File: src/rtl/muldiv_seq_pkg.sv
// Shared types and decode helpers for the sequential RV32M multiply/divide unit.
package muldiv_seq_pkg;

  localparam int unsigned XlenDefault = 32;

  // Sequencer states
  typedef enum logic [2:0] {
    StIdle = 3'd0,
    StIter = 3'd1,
    StFix  = 3'd2,
    StSpec = 3'd3,
    StDone = 3'd4
  } state_e;

  // RV32M funct3 encodings
  typedef enum logic [2:0] {
    FnMul    = 3'b000,
    FnMulh   = 3'b001,
    FnMulhsu = 3'b010,
    FnMulhu  = 3'b011,
    FnDiv    = 3'b100,
    FnDivu   = 3'b101,
    FnRem    = 3'b110,
    FnRemu   = 3'b111
  } funct_e;

  // Divide/remainder group is funct[2]; remainder ops also have funct[1] set.
  function automatic logic fn_is_div(logic [2:0] f);
    return f[2];
  endfunction

  // rs1 is treated as signed for MUL, MULH, MULHSU, DIV, REM.
  function automatic logic fn_signed_a(logic [2:0] f);
    return f[2] ? ~f[0] : (f != FnMulhu);
  endfunction

  // rs2 is treated as signed for MUL, MULH, DIV, REM.
  function automatic logic fn_signed_b(logic [2:0] f);
    return f[2] ? ~f[0] : ~f[1];
  endfunction

  // Upper word of the product, or the remainder, is the returned word.
  function automatic logic fn_sel_hi(logic [2:0] f);
    return f[2] ? f[1] : (f != FnMul);
  endfunction

endpackage

File: src/rtl/muldiv_seq_dp.sv
// Datapath: double-width accumulator, one shared add/subtract unit, and result fix-up.
module muldiv_seq_dp #(
  parameter int unsigned XLEN = 32
) (
  input  logic            clk,
  input  logic            rst,
  input  logic            load,
  input  logic            step,
  input  logic            is_div,
  input  logic [XLEN-1:0] lo_in,
  input  logic [XLEN-1:0] opr_in,
  input  logic            neg_wide,
  input  logic            sel_hi,
  input  logic            neg_word,
  output logic [XLEN-1:0] fix_word
);

  logic [2*XLEN-1:0] acc_q, acc_d;
  logic [XLEN-1:0]   opr_q, opr_d;
  logic [XLEN:0]     add_a, add_b, sum;
  logic              sub, div_ge;
  logic [2*XLEN-1:0] wide;
  logic [XLEN-1:0]   word;

  // Shared (XLEN+1)-bit adder: upper half + multiplicand, or shifted remainder - divisor
  always_comb begin
    sub   = is_div;
    add_a = is_div ? {1'b0, acc_q[2*XLEN-2:XLEN-1]} : {1'b0, acc_q[2*XLEN-1:XLEN]};
    add_b = {1'b0, opr_q};
    sum   = add_a + (sub ? ~add_b : add_b) + {{XLEN{1'b0}}, sub};
    // A set top bit means the shifted remainder already exceeds any divisor.
    div_ge = acc_q[2*XLEN-1] | ~sum[XLEN];
  end

  // Accumulator next state: load operands, or one multiply/divide step
  always_comb begin
    acc_d = acc_q;
    opr_d = opr_q;
    if (load) begin
      acc_d = {{XLEN{1'b0}}, lo_in};
      opr_d = opr_in;
    end else if (step) begin
      if (is_div) begin
        acc_d = div_ge ? {sum[XLEN-1:0], acc_q[XLEN-2:0], 1'b1} : {acc_q[2*XLEN-2:0], 1'b0};
      end else begin
        acc_d = acc_q[0] ? {sum, acc_q[XLEN-1:1]} : {1'b0, acc_q[2*XLEN-1:1]};
      end
    end
  end

  // Sign fix-up and word select for the final result
  always_comb begin
    wide     = neg_wide ? -acc_q : acc_q;
    word     = sel_hi ? wide[2*XLEN-1:XLEN] : wide[XLEN-1:0];
    fix_word = neg_word ? -word : word;
  end

  // Accumulator and operand registers
  always_ff @(posedge clk or posedge rst) begin
    if (rst) begin
      acc_q <= '0;
      opr_q <= '0;
    end else begin
      acc_q <= acc_d;
      opr_q <= opr_d;
    end
  end

endmodule

File: src/rtl/muldiv_seq.sv
// Multi-cycle RV32M MUL/DIV sequencer: one bit per cycle, sign fix-up, done pulse.
module muldiv_seq
  import muldiv_seq_pkg::*;
#(
  parameter int unsigned XLEN = XlenDefault
) (
  input  logic            clk,
  input  logic            rst,
  input  logic            start,
  input  logic            kill,
  input  logic [2:0]      funct,
  input  logic [XLEN-1:0] rs1,
  input  logic [XLEN-1:0] rs2,
  output logic            busy,
  output logic            stall,
  output logic            done,
  output logic [XLEN-1:0] result
);

  localparam int unsigned CntW = $clog2(XLEN);
  localparam logic [XLEN-1:0] MinInt = {1'b1, {(XLEN-1){1'b0}}};
  localparam logic [CntW-1:0] LastCnt = CntW'(XLEN - 1);

  state_e          state_q, state_d;
  logic [CntW-1:0] count_q, count_d;
  logic [2:0]      funct_q, funct_d;
  logic            sign_a_q, sign_a_d, sign_b_q, sign_b_d;
  logic [XLEN-1:0] spec_q, spec_d;
  logic [XLEN-1:0] result_q, result_d;
  logic            done_q, done_d, busy_q, busy_d;

  logic            in_sign_a, in_sign_b, div_zero, div_ovf, is_spec;
  logic [XLEN-1:0] mag_a, mag_b, spec_word, dp_lo_in, dp_opr_in, fix_word;
  logic            dp_load, dp_step, neg_wide, neg_word, is_div_q;

  // Decode of the incoming request: magnitudes, signs and special-case detection
  always_comb begin
    in_sign_a = fn_signed_a(funct) & rs1[XLEN-1];
    in_sign_b = fn_signed_b(funct) & rs2[XLEN-1];
    mag_a     = in_sign_a ? -rs1 : rs1;
    mag_b     = in_sign_b ? -rs2 : rs2;
    div_zero  = (rs2 == '0);
    div_ovf   = fn_is_div(funct) & ~funct[0] & (rs1 == MinInt) & (rs2 == '1);
    is_spec   = fn_is_div(funct) & (div_zero | div_ovf);
    spec_word = div_zero ? (funct[1] ? rs1 : '1) : (funct[1] ? '0 : MinInt);
    // Multiplier goes in the low half; dividend goes in the low half.
    dp_lo_in  = fn_is_div(funct) ? mag_a : mag_b;
    dp_opr_in = fn_is_div(funct) ? mag_b : mag_a;
  end

  // Fix-up controls from the latched op
  always_comb begin
    is_div_q = fn_is_div(funct_q);
    neg_wide = ~is_div_q & (sign_a_q ^ sign_b_q);
    neg_word = is_div_q & (funct_q[1] ? sign_a_q : (sign_a_q ^ sign_b_q));
  end

  // FSM next state, counter, latched op fields and registered outputs
  always_comb begin
    state_d  = state_q;
    count_d  = count_q;
    funct_d  = funct_q;
    sign_a_d = sign_a_q;
    sign_b_d = sign_b_q;
    spec_d   = spec_q;
    result_d = result_q;
    dp_load  = 1'b0;
    dp_step  = 1'b0;
    unique case (state_q)
      StIdle: begin
        if (start && !kill) begin
          funct_d  = funct;
          sign_a_d = in_sign_a;
          sign_b_d = in_sign_b;
          spec_d   = spec_word;
          count_d  = '0;
          dp_load  = 1'b1;
          state_d  = is_spec ? StSpec : StIter;
        end
      end
      StIter: begin
        dp_step = 1'b1;
        count_d = count_q + CntW'(1);
        if (count_q == LastCnt) state_d = StFix;
      end
      StFix: begin
        result_d = fix_word;
        state_d  = StDone;
      end
      StSpec: begin
        result_d = spec_q;
        state_d  = StDone;
      end
      StDone: state_d = StIdle;
      default: state_d = StIdle;
    endcase
    // Flush abandons the op without touching the result.
    if (kill && (state_q != StIdle)) begin
      state_d  = StIdle;
      result_d = result_q;
      dp_step  = 1'b0;
    end
    done_d = (state_d == StDone);
    busy_d = (state_d != StIdle);
  end

  // State and control registers
  always_ff @(posedge clk or posedge rst) begin
    if (rst) begin
      state_q  <= StIdle;
      count_q  <= '0;
      funct_q  <= '0;
      sign_a_q <= 1'b0;
      sign_b_q <= 1'b0;
      spec_q   <= '0;
      result_q <= '0;
      done_q   <= 1'b0;
      busy_q   <= 1'b0;
    end else begin
      state_q  <= state_d;
      count_q  <= count_d;
      funct_q  <= funct_d;
      sign_a_q <= sign_a_d;
      sign_b_q <= sign_b_d;
      spec_q   <= spec_d;
      result_q <= result_d;
      done_q   <= done_d;
      busy_q   <= busy_d;
    end
  end

  muldiv_seq_dp #(
    .XLEN(XLEN)
  ) u_dp (
    .clk     (clk),
    .rst     (rst),
    .load    (dp_load),
    .step    (dp_step),
    .is_div  (is_div_q),
    .lo_in   (dp_lo_in),
    .opr_in  (dp_opr_in),
    .neg_wide(neg_wide),
    .sel_hi  (fn_sel_hi(funct_q)),
    .neg_word(neg_word),
    .fix_word(fix_word)
  );

  assign busy   = busy_q;
  assign done   = done_q;
  assign result = result_q;
  // Hold the pipeline the same cycle a request is presented.
  assign stall  = busy_q | (start & (state_q == StIdle));

endmodule

File: config.mk
export PLATFORM = sky130hd
export DESIGN_NAME = muldiv_seq
export DESIGN_NICKNAME = d
export VERILOG_FILES = /design/src/rtl/muldiv_seq_pkg.sv /design/src/rtl/muldiv_seq_dp.sv /design/src/rtl/muldiv_seq.sv
export SDC_FILE = /design/constraint.sdc
export NUM_CORES = 1
export LEC_CHECK = 0
export CAP_MARGIN = 30
export CELL_PAD_IN_SITES_DETAIL_PLACEMENT = 0
export CELL_PAD_IN_SITES_GLOBAL_PLACEMENT = 2
export CORE_MARGIN = 2
export CORE_UTILIZATION = 39
export DETAILED_ROUTE_END_ITERATION = 16
export PLACE_DENSITY_LB_ADDON = 0.1
export SYNTH_ARGS = -nofsm -noshare
export SYNTH_HDL_FRONTEND = slang
export SYNTH_SLANG_ARGS = --single-unit
File: constraint.sdc
create_clock -name clk -period 12.2 [get_ports clk]
set_input_delay 2.44 -clock clk [delete_from_list [all_inputs] [get_ports clk]]
set_output_delay 2.44 -clock clk [all_outputs]
set_load 0.01 [all_outputs]
==> out/results.ini <==
[run_status]
status = finished clean

[sta]
worst_pin_slew_ns = 0.935
finalWorstPathRequiredPeriod_ns = 6.45
hold_ws_ns = 0.474
rsz0062_at_grt = no
fin_skew_ns = 0.0153
final_max_slew_viol_count = 0
hold_violations = 0
fmax_ghz = 0.155
fin_ws_ns = 5.75
fin_crit_sh = 0.528
finalSetupViolations = 0
relSlewSlack = 0.376
fin_setup_tns_ns = 0

[critical_path]
required_ns = 9.76
timing.critical_path.mode_cell = clkdlybuf4s50_1
critPathArrivalTime_ns = 4.01
path_class = input pin to output port
reg2reg_to = u_dp.acc_q[35]
r2r_setup_slack_ns = 6.27
worstSetupEndpoint = stall
cp-end-kind = output port
cp_max_fo = 4
timing.rr.start = funct_q[2]
reg2reg_depth = 14
cp-startpoint = start
critPathTopFamily = buffers and inverters
critPathMaxStageDelay_ns = 0.53
startpoint_type = input pin
worst-path-stages = 4
cp_cell_sequence = clkdlybuf4s50_1 -> nor2b_1 -> a21o_1 -> clkdlybuf4s50_1
cp_num_buf_inv = 2
slowest_stage = clkdlybuf4s50_1

[layout]
utilization = 0.442
n_fill_cell = 4181
final_nets = 2184
layout_commonest_cell = nand2_1
area_growth_pct = 11.8
drive_gt1_frac = 0.0632
layout_common_cells = nand2_1, o21ai_0, nor2_1, dfrtp_1, a21oi_1

[power_and_ir_drop]
ir_drop_mv = 0.0808
power.density_nw_per_um2 = 215
leakagePower_uw = 0.00748

[synthesis]
synth-main-ff-cell = dfrtp_1
syn-num-nets = 2214
ys_seq_elements = 175
yosysWarnings = 0
syn_area_sq_um = 16100
synth_edf_count = 0
async_reset_ff_frac = 1.00
ys_types = 83
synth.avg_cell_area_sq_um = 7.68
ys_seq_area_frac = 0.271
synth_cells = 2104

[grt]
antenna_found_initial = 1
grt_pass1_vias = 14700
grt_pass1_wl_microns = 93500
grt_max_degree = 104
grtUsageTotal = 0.283
gr-total-overflow = 0

[drt]
drt_wl_total_microns = 61700
routed_via_density = 5.98
postRouteAntennaNets = 0
wl_per_cell_microns = 23.5
num_vias = 15700
drt_iter0_drc = 1380
drc = 0
drtPass1Iterations = 5

[cts]
htreeDepth = 4
clkTransAtPathRegs_ns = 0.08
cts_resized = 0
clk_path_buf_depth = 2
clkLatencyLatePin_ns = 0.47
cts_tree = done
postCtsHoldBufs = 0
numCtsBuffers = 17
cts_setup_buffers = 0
cts.sinks = 175
cts_root_buf = clkbuf_16

[die]
die_width_microns = 207
dieArea_sq_um = 43100
coreArea_sq_um = 40800
die_y_microns = 207
initial_core_util = 0.396
rows = 74
io_pins = 106

[place]
numPortBuffers = 105
dp_hpwl_microns = 47300
globalplace.congestion = 0.909
dpl_worst_slack_ns = 5.75

[min_path]
whs_path_depth = 2
hold_class = flip-flop to flip-flop

[flow_run]
drv_cap = 0

==> report_power, final <==
part           switching (uW)  internal, uW  leakage [uW]
Sequential                305           686       0.00230
Clock                     270           313      0.000289
Combinational            1390           921       0.00489
==> worst min path at each step <==
| stage | start | end | slack, ns |
|---|---|---|---|
| detailed placement | funct_q[0] | funct_q[0] | 0.46 |
| floorplan | funct_q[0] | funct_q[0] | 0.44 |
| CTS | funct_q[0] | funct_q[0] | 0.48 |
| global placement | funct_q[0] | funct_q[0] | 0.45 |
| finish | funct_q[0] | funct_q[0] | 0.47 |
| global route | result[8] | result[8] | 0.51 |
==> cells in the mapped netlist (34+ instances only) <==
library cell	instances	share of area
inv_1	41	0.0095
o31ai_1	44	0.020
xor2_1	95	0.052
mux2i_1	76	0.047
nor2_1	175	0.041
clkbuf_1	153	0.036
nor2b_1	41	0.016
nand2_1	260	0.060
mux2_2	34	0.024
xnor2_1	96	0.052
dfrtp_1	175	0.27
a21oi_1	171	0.053
ha_1	38	0.029
nor3_1	48	0.015
o21ai_0	175	0.054
or3_1	39	0.015
==> stage by stage <==
step	cells	cell area [sq um]	total power (uW)
6_report	2620	18100	3880
5_1_grt	2619	18100	4160
4_1_cts	2619	18100	3870
3_5_place_dp	2587	17500	3280
3_3_place_gp	2584	17400	3250
2_1_floorplan	2104	16100	2590
==> cell type report <==
cell class | instances | area (sq um) | share of cell area
diodes | 1 | 2.50 | 0.000139
clock buffers | 20 | 447 | 0.0247
clock inverters | 12 | 145 | 0.00804
inverters | 43 | 166 | 0.00922
multi-input cells | 1706 | 10900 | 0.606
flip-flops and latches | 175 | 4380 | 0.243
well taps | 532 | 666 | 0.0369
repair buffers | 131 | 1300 | 0.0722
==> worst register-to-register path, cell delays in order, from the launching register on <==
cell and delay (ns):
dfrtp_4 0.83, buf_4 0.71, o21ai_0 0.34, fa_1 0.50, a21o_1 0.20, a21oi_1 0.26
o21ai_0 0.21, a41oi_1 0.55, a21oi_1 0.23, or4_1 0.65, and2_1 0.25, o311ai_4 0.46
buf_16 0.22, mux2i_1 0.24, o221ai_1 0.14
==> registers in the layout (all words and copies together), names as in the netlist <==
| name | count |
|---|---|
| funct_q | 3 |
| result | 32 |
| u_dp.acc_q | 64 |
| busy | 1 |
| state_q | 3 |
| sign_b_q | 1 |
| spec_q | 32 |
| u_dp.opr_q | 32 |
| sign_a_q | 1 |
| count_q | 5 |
| done | 1 |
==> routing by layer <==
| metal | share of wire | vias up | track usage |
|---|---|---|---|
| li1 | - | 7535 | - |
| met1 | 0.47 | 7624 | 0.411 |
| met2 | 0.46 | 461 | 0.447 |
| met3 | 0.048 | 52 | 0.0303 |
| met4 | 0.023 | 0 | 0.0734 |
| met5 | 0 | - | 0 |
==> cell families after synthesis <==
group,after synthesis,synth area share
AO/OA/AOI/OAI,622,0.245
adder cells (fa/ha/maj),39,0.0307
buffers and inverters,223,0.0528
multiplexers,110,0.0708
flip-flops,175,0.271
XOR/XNOR,191,0.104
AND/OR/NAND/NOR,744,0.226
No activity file was read; power rests on OpenSTA's default activity.
==> edit: new RTL, same flow settings <==
Reset style: synchronous (`rst`), changed in 2 clocked blocks.
--- a/src/rtl/muldiv_seq_dp.sv
+++ b/src/rtl/muldiv_seq_dp.sv
@@ -58,3 +58,3 @@
   // Accumulator and operand registers
-  always_ff @(posedge clk or posedge rst) begin
+  always_ff @(posedge clk) begin
     if (rst) begin
--- a/src/rtl/muldiv_seq.sv
+++ b/src/rtl/muldiv_seq.sv
@@ -107,3 +107,3 @@
   // State and control registers
-  always_ff @(posedge clk or posedge rst) begin
+  always_ff @(posedge clk) begin
     if (rst) begin
Check against the original RTL: differs if rst is asserted again (counterexample within 4 cycles, from zero or initial values and one cycle with rst high); with rst held inactive, the same outputs for 4 cycles.
==> edit against the original RTL <==
Sequential share of layout area down 3.7 points; wire length down 2.2%; first-iteration DRC count down 5.5%; cell area down 5.7%; area after synthesis down 4.8%; sequential cell count unchanged; setup slack worse by 0.12 ns; largest cell class unchanged.
Power is not compared: it rests on default switching activity, and its combinational part moved more than twofold at a synthesized area within 25%.
==> edit: results <==
export IMPL_r2r_end="result[28]"
export IMPL_arrival_ns=4.13
export IMPL_buffers=129
export IMPL_drive_gt1_share_pct=6.52
export IMPL_status="finished, final reports clean"
export IMPL_inv_count=30
export IMPL_wire_per_inst_um=23.3
export IMPL_viasPerCell=6.04
export IMPL_dr_first_iter_drc_count=1304
export IMPL_use_met3_pct=2.76
export IMPL_nonClkBufAreaFrac_pct=7.26
export IMPL_grt_pass1_wl_mm=90.1
export IMPL_crit_path_max_fanout=3
export IMPL_synth_ff_type="dfxtp_1"
export IMPL_multi_input_area_share_pct=63.8
export IMPL_n_antenna_cell=0
export IMPL_seq_cells=175
export IMPL_synth_compound_area_share_pct=27.0
export IMPL_final_setup_skew_ns=0.00914
export IMPL_multi_input_cells=1703
export IMPL_syn_nets=2206
export IMPL_grt_pass1_vias=14100
export IMPL_synth_xor_area_share_pct=10.3
export IMPL_hold_path_startpoint="result[7]"
export IMPL_pre_cts_slack_ns=5.67
export IMPL_synth_cell_types=89
export IMPL_dp_hpwl_mm=45.8
export IMPL_grt_usage_pct=28.9
export IMPL_r2r_slack_ns=5.86
export IMPL_grt_start_max_net_pins=96
export IMPL_synthMuxAreaShare_pct=5.99
export IMPL_relSlewSlack_pct=28.3
export IMPL_synthTopCellsByCount="303 x nand2_1, 199 x a21oi_1, 175 x dfxtp_1, 158 x nor2_1, 125 x clkbuf_1"
export IMPL_clkCellAreaFrac_pct=3.86
export IMPL_fillCellCount=4073
export IMPL_nClkBuffers=23
-- edit: cell count changes after synthesis, sizes merged, moves of 12 or more --
cell,before,now
o21ai,181,118
o211ai,17,75
nand2,260,303
dfrtp,175,0
or3,39,23
a21oi,171,199
nor2,176,159
clkbuf,153,140
dfxtp,0,175
o31ai,44,13
inv,42,30
buf,27,46
mux2i,76,56
-- edit: how the worst max path moves through the flow --
stage	to	cells past startpoint
floorplan	stall	2
global placement	stall	4
detailed placement	stall	4
CTS	stall	4
global route	result[26]	14
finish	stall	4
-- edit: worst register-to-register path, stage by stage (launching register included) --
cell and delay (ns):
dfxtp_4 0.67, buf_4 0.69, buf_4 0.81, inv_1 0.62
nand2_1 0.21, buf_4 0.42, nor4_1 0.10, o311a_1 0.39
nor4b_1 0.73, nand3_1 0.29, nor3_2 0.58, a41oi_1 0.23
xor2_1 0.20, o221ai_1 0.17, a21oi_1 0.09
-- edit: metal layers --
layer,wire length (µm),part of all wire [%],up-vias
li1,-,-,7547
met1,29200,48,7507
met2,26400,44,522
met3,3190,5.3,54
met4,1510,2.5,0
met5,0,0,-
-- edit: logic make-up (layout without fill, tap and decap cells) --
group / Yosys count / after routing
AOI/OAI and AO/OA: 635 / 635
xor gates and xnor gates: 181 / 181
adders and majority gates: 39 / 39
buffers and inverters: 218 / 191
DFF: 175 / 175
muxes: 88 / 88
and+or+nand+nor: 760 / 760
-- edit: metrics by stage --
step	power [mW]	hold WS [ns]	instance area [µm²]	util (%)	std cells
finish	1.79	0.453	17000	44.0	2587
global route	1.87	0.477	17000	44.0	2587
CTS	1.80	0.457	17000	44.0	2587
detailed placement	1.17	0.444	16400	42.3	2555
global placement	1.17	0.437	16400	42.2	2554
floorplan	0.994	0.420	15400	-	2096
